## src/rtl/bp_update_scheduler.sv

```systemverilog
`default_nettype none
// ============================================================================
// Module   : bp_update_scheduler
// Brief    : Single write-port sequencer for the local-history predictor tables:
//            post-reset/flush init sweep plus FIFO-buffered M-stage updates.
// Revision : 1.0
// ============================================================================
module bp_update_scheduler #(
  parameter int         PHT_DEPTH  = 7,
  parameter int         BHT_DEPTH  = 3,
  parameter int         FIFO_DEPTH = 4,
  parameter logic [1:0] INIT_STATE = 2'b01
) (
  input  logic                 clk,
  input  logic                 resetn,
  input  logic                 flush_req,
  input  logic                 upd_valid,
  output logic                 upd_ready,
  input  logic [PHT_DEPTH-1:0] upd_pht_idx,
  input  logic [BHT_DEPTH-1:0] upd_bht_idx,
  input  logic                 upd_taken,
  output logic                 wr_valid,
  output logic                 wr_init,
  output logic [PHT_DEPTH-1:0] wr_pht_idx,
  output logic [BHT_DEPTH-1:0] wr_bht_idx,
  output logic                 wr_taken,
  output logic                 busy,
  output logic [15:0]          drop_cnt
);

  localparam int                 c_EW        = PHT_DEPTH + BHT_DEPTH + 1;
  localparam int                 c_PW        = $clog2(FIFO_DEPTH);
  localparam logic [c_PW:0]      c_FIFO_FULL = (c_PW + 1)'(FIFO_DEPTH);
  localparam logic [PHT_DEPTH-1:0] c_LAST_IDX = {PHT_DEPTH{1'b1}};

  if (BHT_DEPTH > PHT_DEPTH || FIFO_DEPTH < 2 ||
      (FIFO_DEPTH & (FIFO_DEPTH - 1)) != 0 || $bits(INIT_STATE) != 2) begin : g_param_check
    $error("bp_update_scheduler: illegal parameter combination");
  end

  typedef enum logic [0:0] {
    ST_SWEEP = 1'b0,
    ST_RUN   = 1'b1
  } state_t;

  state_t                r_state;
  logic [PHT_DEPTH-1:0]  r_sweep_cnt;
  logic [c_EW-1:0]       r_mem [FIFO_DEPTH];
  logic [c_PW-1:0]       r_wr_ptr;
  logic [c_PW-1:0]       r_rd_ptr;
  logic [c_PW:0]         r_count;
  logic [15:0]           r_drop_cnt;
  logic                  r_wr_valid;
  logic                  r_wr_init;
  logic [PHT_DEPTH-1:0]  r_wr_pht_idx;
  logic [BHT_DEPTH-1:0]  r_wr_bht_idx;
  logic                  r_wr_taken;

  logic                  w_push;
  logic                  w_pop;
  logic                  w_drop;
  logic [c_EW-1:0]       w_head;

  assign upd_ready = (r_state == ST_RUN) && (r_count < c_FIFO_FULL);
  assign busy      = (r_state == ST_SWEEP);

  // A flush discards the offered update too, so it counts as a drop.
  assign w_push = upd_valid && upd_ready && !flush_req;
  assign w_pop  = (r_state == ST_RUN) && !flush_req && (r_count != '0);
  assign w_drop = upd_valid && (!upd_ready || flush_req);
  assign w_head = r_mem[r_rd_ptr];

  always_ff @(posedge clk) begin
    if (w_push) begin
      r_mem[r_wr_ptr] <= {upd_pht_idx, upd_bht_idx, upd_taken};
    end
  end

  always_ff @(posedge clk or negedge resetn) begin
    if (!resetn) begin
      r_state      <= ST_SWEEP;
      r_sweep_cnt  <= '0;
      r_wr_ptr     <= '0;
      r_rd_ptr     <= '0;
      r_count      <= '0;
      r_drop_cnt   <= '0;
      r_wr_valid   <= 1'b0;
      r_wr_init    <= 1'b0;
      r_wr_pht_idx <= '0;
      r_wr_bht_idx <= '0;
      r_wr_taken   <= 1'b0;
    end else begin
      if (w_drop && r_drop_cnt != 16'hFFFF) begin
        r_drop_cnt <= r_drop_cnt + 16'd1;
      end
      case (r_state)
        ST_SWEEP: begin
          if (flush_req) begin
            r_sweep_cnt <= '0;
            r_wr_valid  <= 1'b0;
            r_wr_init   <= 1'b0;
          end else begin
            r_wr_valid   <= 1'b1;
            r_wr_init    <= 1'b1;
            r_wr_pht_idx <= r_sweep_cnt;
            r_wr_bht_idx <= r_sweep_cnt[BHT_DEPTH-1:0];
            r_wr_taken   <= 1'b0;
            r_sweep_cnt  <= r_sweep_cnt + 1'b1;
            if (r_sweep_cnt == c_LAST_IDX) begin
              r_state <= ST_RUN;
            end
          end
        end
        default: begin
          if (flush_req) begin
            r_state     <= ST_SWEEP;
            r_sweep_cnt <= '0;
            r_wr_ptr    <= '0;
            r_rd_ptr    <= '0;
            r_count     <= '0;
            r_wr_valid  <= 1'b0;
            r_wr_init   <= 1'b0;
          end else begin
            r_wr_init <= 1'b0;
            if (w_pop) begin
              r_wr_valid                 <= 1'b1;
              {r_wr_pht_idx, r_wr_bht_idx, r_wr_taken} <= w_head;
              r_rd_ptr                   <= r_rd_ptr + 1'b1;
            end else begin
              r_wr_valid <= 1'b0;
            end
            if (w_push) begin
              r_wr_ptr <= r_wr_ptr + 1'b1;
            end
            case ({w_push, w_pop})
              2'b10:   r_count <= r_count + 1'b1;
              2'b01:   r_count <= r_count - 1'b1;
              default: r_count <= r_count;
            endcase
          end
        end
      endcase
    end
  end

  assign wr_valid   = r_wr_valid;
  assign wr_init    = r_wr_init;
  assign wr_pht_idx = r_wr_pht_idx;
  assign wr_bht_idx = r_wr_bht_idx;
  assign wr_taken   = r_wr_taken;
  assign drop_cnt   = r_drop_cnt;

endmodule
`default_nettype wire

```

## config.mk

```make
export PLATFORM = sky130hd
export DESIGN_NAME = bp_update_scheduler
export DESIGN_NICKNAME = d
export VERILOG_FILES = /design/src/rtl/bp_update_scheduler.sv
export SDC_FILE = /design/constraint.sdc
export NUM_CORES = 1
export LEC_CHECK = 0
export ABC_AREA = 1
export BUFFER_PORTS_ARGS = -buffer_cell sky130_fd_sc_hd__buf_2
export CELL_PAD_IN_SITES_DETAIL_PLACEMENT = 0
export CELL_PAD_IN_SITES_GLOBAL_PLACEMENT = 2
export CORE_ASPECT_RATIO = 1.25
export CORE_MARGIN = 3
export CORE_UTILIZATION = 39
export CTS_CLUSTER_SIZE = 30
export DETAILED_ROUTE_END_ITERATION = 7
export PLACE_DENSITY_LB_ADDON = 0.1
export SYNTH_ARGS = -nofsm -noshare
export SYNTH_HDL_FRONTEND = slang
export SYNTH_SLANG_ARGS = --single-unit
```

## constraint.sdc

```tcl
create_clock -name clk -period 3.3 [get_ports clk]
set_clock_uncertainty 0.05 [all_clocks]
set_input_delay 0.33 -clock clk [delete_from_list [all_inputs] [get_ports clk]]
set_output_delay 0.33 -clock clk [all_outputs]
set_load 0.01 [all_outputs]
```

==> impl_metrics.tcl, run 1 <==
set metrics [dict create \
    required_ns 3.21 \
    num_io_pins 46 \
    cts_buffers 9 \
    power.density_nw_per_um2 542 \
    worst-endpoint-arrival_ns 2.20 \
    relSlewSlack_pct 31.7 \
    grt_max_degree 45 \
    grt_setup_unrepaired "no" \
    tightest_slew_ns 1.02 \
    coreArea_um2 10200 \
    cts-root-buf "clkbuf_16" \
    vdd_drop_max_uv 322 \
    synth.largest_area_cell "edfxtp_1" \
    tns_ns 0 \
    viasPerCell 4.79 \
    multi_input_area_um2 1480 \
    finalHoldViolCount 0 \
    period_share_pct 69.4 \
    r2r_slack_ns 1.01 \
    fillers 982 \
    cts_tree "built" \
    netlist_top_cells_count "nand2_1, nor2_1, dfrtp_1, edfxtp_1, nand3_1" \
    drc 0 \
    h-tree-depth 3 \
    worst_r2r_startpoint "r_state" \
    antenna_cells 0 \
    ys.flop_type "edfxtp_1" \
    path_cells "nand3_1 > nor2_1 > inv_1 > nor2_1" \
    netlist_area_um2 4120 \
    drtIter0Drc 111 \
    dp_worst_setup_slack_ns 0.907 \
    fin_nets 508 \
    ys_ff_latch 88 \
    overflow 0 \
    worstSetupPathType "reg2reg" \
    io_buffers 45 \
    insertion_delay_ns 0.33 \
    synth_cell_type_count 33 \
    seq_area_um2 2420 \
    async_flop_share_pct 50.0 \
    max_freq_ghz 0.437 \
    status "finished, final reports clean" \
    clock-sinks 88 \
    cpPeakStageDelay_ns 0.67 \
    ys_top_cells_by_area "edfxtp_1, dfrtp_1, nand2_1" \
    synth_edf_count 44 \
    cpLargestDelayFamily "simple AND/OR/NAND/NOR gates" \
    wl_mm 9.00 \
    rows 41 \
    ctsHoldBuffers 0 \
    yosysMostFrequentCell "nand2_1" \
    grt_pass1_wl_mm 15.3 \
    crit_top_cell "nor2_1" \
    hpwl_mm 6.67 \
    report.final.slew_viol_count 0 \
    clockBufferDepth 2 \
    start_util_pct 40.3 \
    setup_viol 0 \
    dieArea_um2 11800 \
    cp_max_fo 13 \
    crit_slowest_cell "nor2_1" \
    hold_class "in2async" \
    clk_pin_slew_ns 0.06 \
    min_period_ns 2.29 \
    detail_route.wl_per_cell_um 14.5 \
    die_w_um 97.9 \
    p_leak_nw 2.12 \
    synthToLayoutAreaGrowth_pct 15.6 \
    synth_seq_area_share_pct 58.8 \
    grt_usage_pct 16.6 \
    drive_above_1_share_pct 16.3 \
    grt_pass1_vias 2977 \
    gp_congestion 0.727 \
    antenna_found_initial 0 \
    yosysTopAreaCellShare_pct 32.1 \
    die_y_um 121 \
    postCtsSetupBuffers 0 \
    ys_warn_count 0 \
    fin_ws_ns 1.01 \
    synthCells 441 \
    worstSetupStartpointType "flip-flop" \
    cap_violations 0 \
    reg2reg_depth 4 \
    r2r_end "r_mem[3][6]" \
    syn_area_per_cell_um2 9.33 \
    vias 2969 \
    cts_resized 0 \
    syn-num-nets 463 \
    antenna_left 0 \
    crit_buf_inv 1 \
    endpoint_kind "flip-flop" \
    first_pass_iters 4 \
]
[worst register-to-register path, delay by kind of cell (launching register included)]
kind,cells,cell delay [ns]
AND/OR/NAND/NOR,3,1.10
flip-flops,1,0.64
buffers and inverters,1,0.12
[through the flow]
stage / instances / hold WS, ns / area (um^2) / util, % / power (mW)
2_1_floorplan: 441 / -0.0156 / 4120 / - / 1.41
3_3_place_gp: 604 / 0.409 / 4440 / 43.4 / 1.52
3_5_place_dp: 604 / 0.421 / 4440 / 43.4 / 1.52
4_1_cts: 620 / 0.161 / 4760 / 46.6 / 2.62
5_1_grt: 620 / 0.174 / 4760 / 46.6 / 2.70
6_report: 620 / 0.105 / 4760 / 46.6 / 2.58
[power by group]
part | switching (mW) | internal [mW]
combinational | 0.144 | 0.0914
clock | 0.401 | 0.682
sequential | 0.0584 | 1.20
total | 0.604 | 1.97
[kinds of logic after synthesis]
group	after synthesis	synth area share [%]
flops	88	58.8
simple gates	237	25.0
compound gates	53	6.81
buf+inv	48	5.32
fa+ha+maj	7	2.31
xor+xnor	8	1.70
[registers in the layout, summed over array words and instances (netlist names)]
signal       cells
r_mem           44
drop_cnt        16
r_sweep_cnt      7
wr_pht_idx       7
r_count          3
wr_bht_idx       3
r_rd_ptr         2
r_wr_ptr         2
r_state          1
wr_init          1
wr_taken         1
wr_valid         1
[layout make-up]
cell class | instances | area share, %
clock inverter | 5 | 1.68
tap | 129 | 3.39
sequential | 88 | 50.9
multi-input combinational | 305 | 31.0
clock buffer | 11 | 5.10
inverter | 35 | 2.87
timing repair buffer | 47 | 5.05
[worst max-delay path by stage]
stage / startpoint / end / cells after the start
detailed placement: r_state / r_mem[3][3] / 4
global route: r_state / r_mem[3][10] / 4
floorplan: r_count[2] / r_mem[0][0] / 5
global placement: r_state / r_mem[3][2] / 4
finish: r_state / r_mem[3][6] / 4
CTS: r_state / r_mem[3][6] / 4
[placed cells by master (no fill, tap or decap), drive strengths merged]
cell type and instances:
o21ai 32, bufinv 2, nand3 36, fa 1, edfxtp 44, ha 6, a31oi 1, buf 47
clkbuf 11, xor2 3, o21a 1, clkinvlp 2, clkinv 1, nor3 3, nand2 132, a22oi 1
xnor2 5, o22ai 1, nand3b 1, a21oi 16, dfrtp 44, inv 35, nor2 61, nand4 4
a22o 1
[per-layer routing]
metal  vias to the layer above  global-route usage (%)  wire, um
li1                       1534                       -         -
met4                         0                    7.45       218
met5                         -                       0         0
met1                      1365                    20.1      3910
met3                        15                    2.47       270
met2                        55                    29.2      4600
Note: power is estimated with default switching activity, not from simulation.
==> run 2: changes to the inputs <==
CORE_UTILIZATION = 33   (was 39)
clock period = 2 ns   (was 3.3 ns; I/O delays follow)
==> run 2 against run 1 <==
  * Worst setup slack lost 0.87 ns
  * Sequential power grew 65%
  * Cell count grew 9.0%
  * Cell area grew 5.3%
  * Clock-buffer cell count shrank 2
  * Utilization shrank 5.4 points
  * Flip-flop and latch count is the same
  * Critical path depth grew 4
  * Sequential share of layout area shrank 2.5 points
  * Critical path type unchanged
  * Largest cell class unchanged
  * Largest power group unchanged
  * Highest routed layer is now met5
==> impl_metrics.tcl, run 2 (same netlist as run 1, synthesis figures left out) <==
set metrics [dict create \
    status "finished, final reports clean" \
    min_period_ns 1.86 \
    r2r_end "r_count[2]" \
    drive_above_1_share_pct 19.9 \
    num_io_pins 46 \
    setup_viol 0 \
    coreArea_um2 12200 \
    top_register "r_mem" \
    antenna_cells 0 \
    worst_r2r_startpoint "r_state" \
    fin_ws_ns 0.145 \
    viasPerCell 4.67 \
    hold-path-endpoint "r_mem[2][3]" \
    postCtsSetupBuffers 0 \
    insertion_delay_ns 0.33 \
    required_ns 2.22 \
    cap_violations 0 \
    final_common_cell "nand2_1" \
    crit_slowest_cell "dfrtp_1" \
    antenna_found_initial 1 \
    relSlewSlack_pct 54.7 \
    rows 45 \
    dieArea_um2 13900 \
    cts_tree "built" \
    max_freq_ghz 0.539 \
    die_y_um 131 \
    worstHoldStart "upd_bht_idx[2]" \
    antenna_left 0 \
    fin_nets 529 \
    first_pass_iters 4 \
    detail_route.wl_per_cell_um 15.0 \
    fillers 1242 \
    worst-endpoint-arrival_ns 2.08 \
    r2r_slack_ns 0.14 \
    hold_class "in2reg" \
    wl_mm 10.1 \
    grt_setup_unrepaired "no" \
    clk_pin_slew_ns 0.06 \
    report.final.slew_viol_count 0 \
    finalHoldViolCount 0 \
    overflow 0 \
    cp_max_fo 4 \
    gp_congestion 0.745 \
    vdd_drop_max_uv 392 \
    cts-root-buf "clkbuf_16" \
    clock-sinks 88 \
    hpwl_mm 7.36 \
    io_buffers 45 \
    h-tree-depth 3 \
    hold_depth 1 \
    die_w_um 106 \
    cts_buffers 9 \
    p_leak_nw 2.25 \
    largest_reg_flops 44 \
    tightest_slew_ns 0.679 \
    worstSetupPathType "reg2reg" \
    clockBufferDepth 2 \
    worstSetupStartpointType "flip-flop" \
    dp_worst_setup_slack_ns 0.136 \
    vias 3155 \
    drc 0 \
    path_cells "nand3_1 > nand3_1 > inv_1 > fa_1 > xnor2_1 > xor2_1 > nand2_1 > nand2_1" \
    period_share_pct 92.8 \
    mostFrequentLayoutCells "nand2_1, nor2_1, buf_2" \
    synthToLayoutAreaGrowth_pct 21.7 \
    power.density_nw_per_um2 905 \
    drtIter0Drc 53 \
    cpPeakStageDelay_ns 0.45 \
    grt_pass1_wl_mm 15.8 \
    grt_pass1_vias 2972 \
    grt_max_degree 29 \
    start_util_pct 33.8 \
    endpoint_kind "flip-flop" \
    tns_ns 0 \
    grt_usage_pct 15.2 \
    reg2reg_depth 8 \
]
## run 2: cell types whose count changed in the layout (fill, tap and decap cells not counted), sizes merged
cell and delta:
buf +20, bufinv +2, clkbuf -2, clkinvlp -1, dlygate4sd3 +1, inv +1
## run 2: worst max path at each step
stage / startpoint / end / slack [ns] / cells after the start
floorplan: r_count[2] / r_mem[0][0] / 0.20 / 5
global placement: r_count[0] / r_count[2] / 0.19 / 9
detailed placement: r_count[0] / r_count[2] / 0.14 / 9
CTS: r_count[0] / r_count[2] / 0.11 / 9
global route: r_state / r_count[2] / 0.03 / 8
finish: r_state / r_count[2] / 0.14 / 8
## run 2: where the power goes
group	switching [mW]	internal [mW]
registers	0.103	1.98
clock network	0.692	1.35
logic	0.237	0.173
## run 2: what timing repair did
item	CTS	global route
setup endpoints to repair	0	1
endpoints found under the hold margin	26	0
hold buffers	1	0
resized for setup	0	1
## run 2: final cells by class
type                    instances  area (um^2)  area share, %
inverters                      35          136           2.72
clock inverters                 7          141           2.82
flip-flops and latches         88         2420           48.4
well taps                     164          205           4.10
multi-input cells             305         1480           29.5
clock buffers                   9          225           4.50
repair buffers                 68          400           7.99
## run 2: layer usage
metal  track usage (%)  vias up  share of wire, %
met5                 0        -             0.069
met4              5.95        2               1.4
met3              3.05       11               3.5
met2              28.2       64                53
met1              17.2     1499                42
li1                  -     1579                 -
## run 2: worst max-delay path: cells and delay by family, from the launching register on
kind | cells | cell delay [ns]
simple gates | 4 | 0.48
flops | 1 | 0.45
fa+ha+maj | 1 | 0.39
xor+xnor | 2 | 0.36
buf+inv | 1 | 0.07
## run 2: stage by stage
stage          power (mW)  utilization [%]  instance area, um^2  hold WS (ns)  instances
4_1_cts              4.60             41.2                 5010        0.0185        676
6_report             4.53             41.2                 5010        0.0352        676
5_1_grt              4.73             41.2                 5010        0.0214        676
3_5_place_dp         2.54             38.1                 4630         0.242        659
3_3_place_gp         2.53             38.1                 4630         0.232        659
2_1_floorplan        2.33                -                 4120        -0.146        441
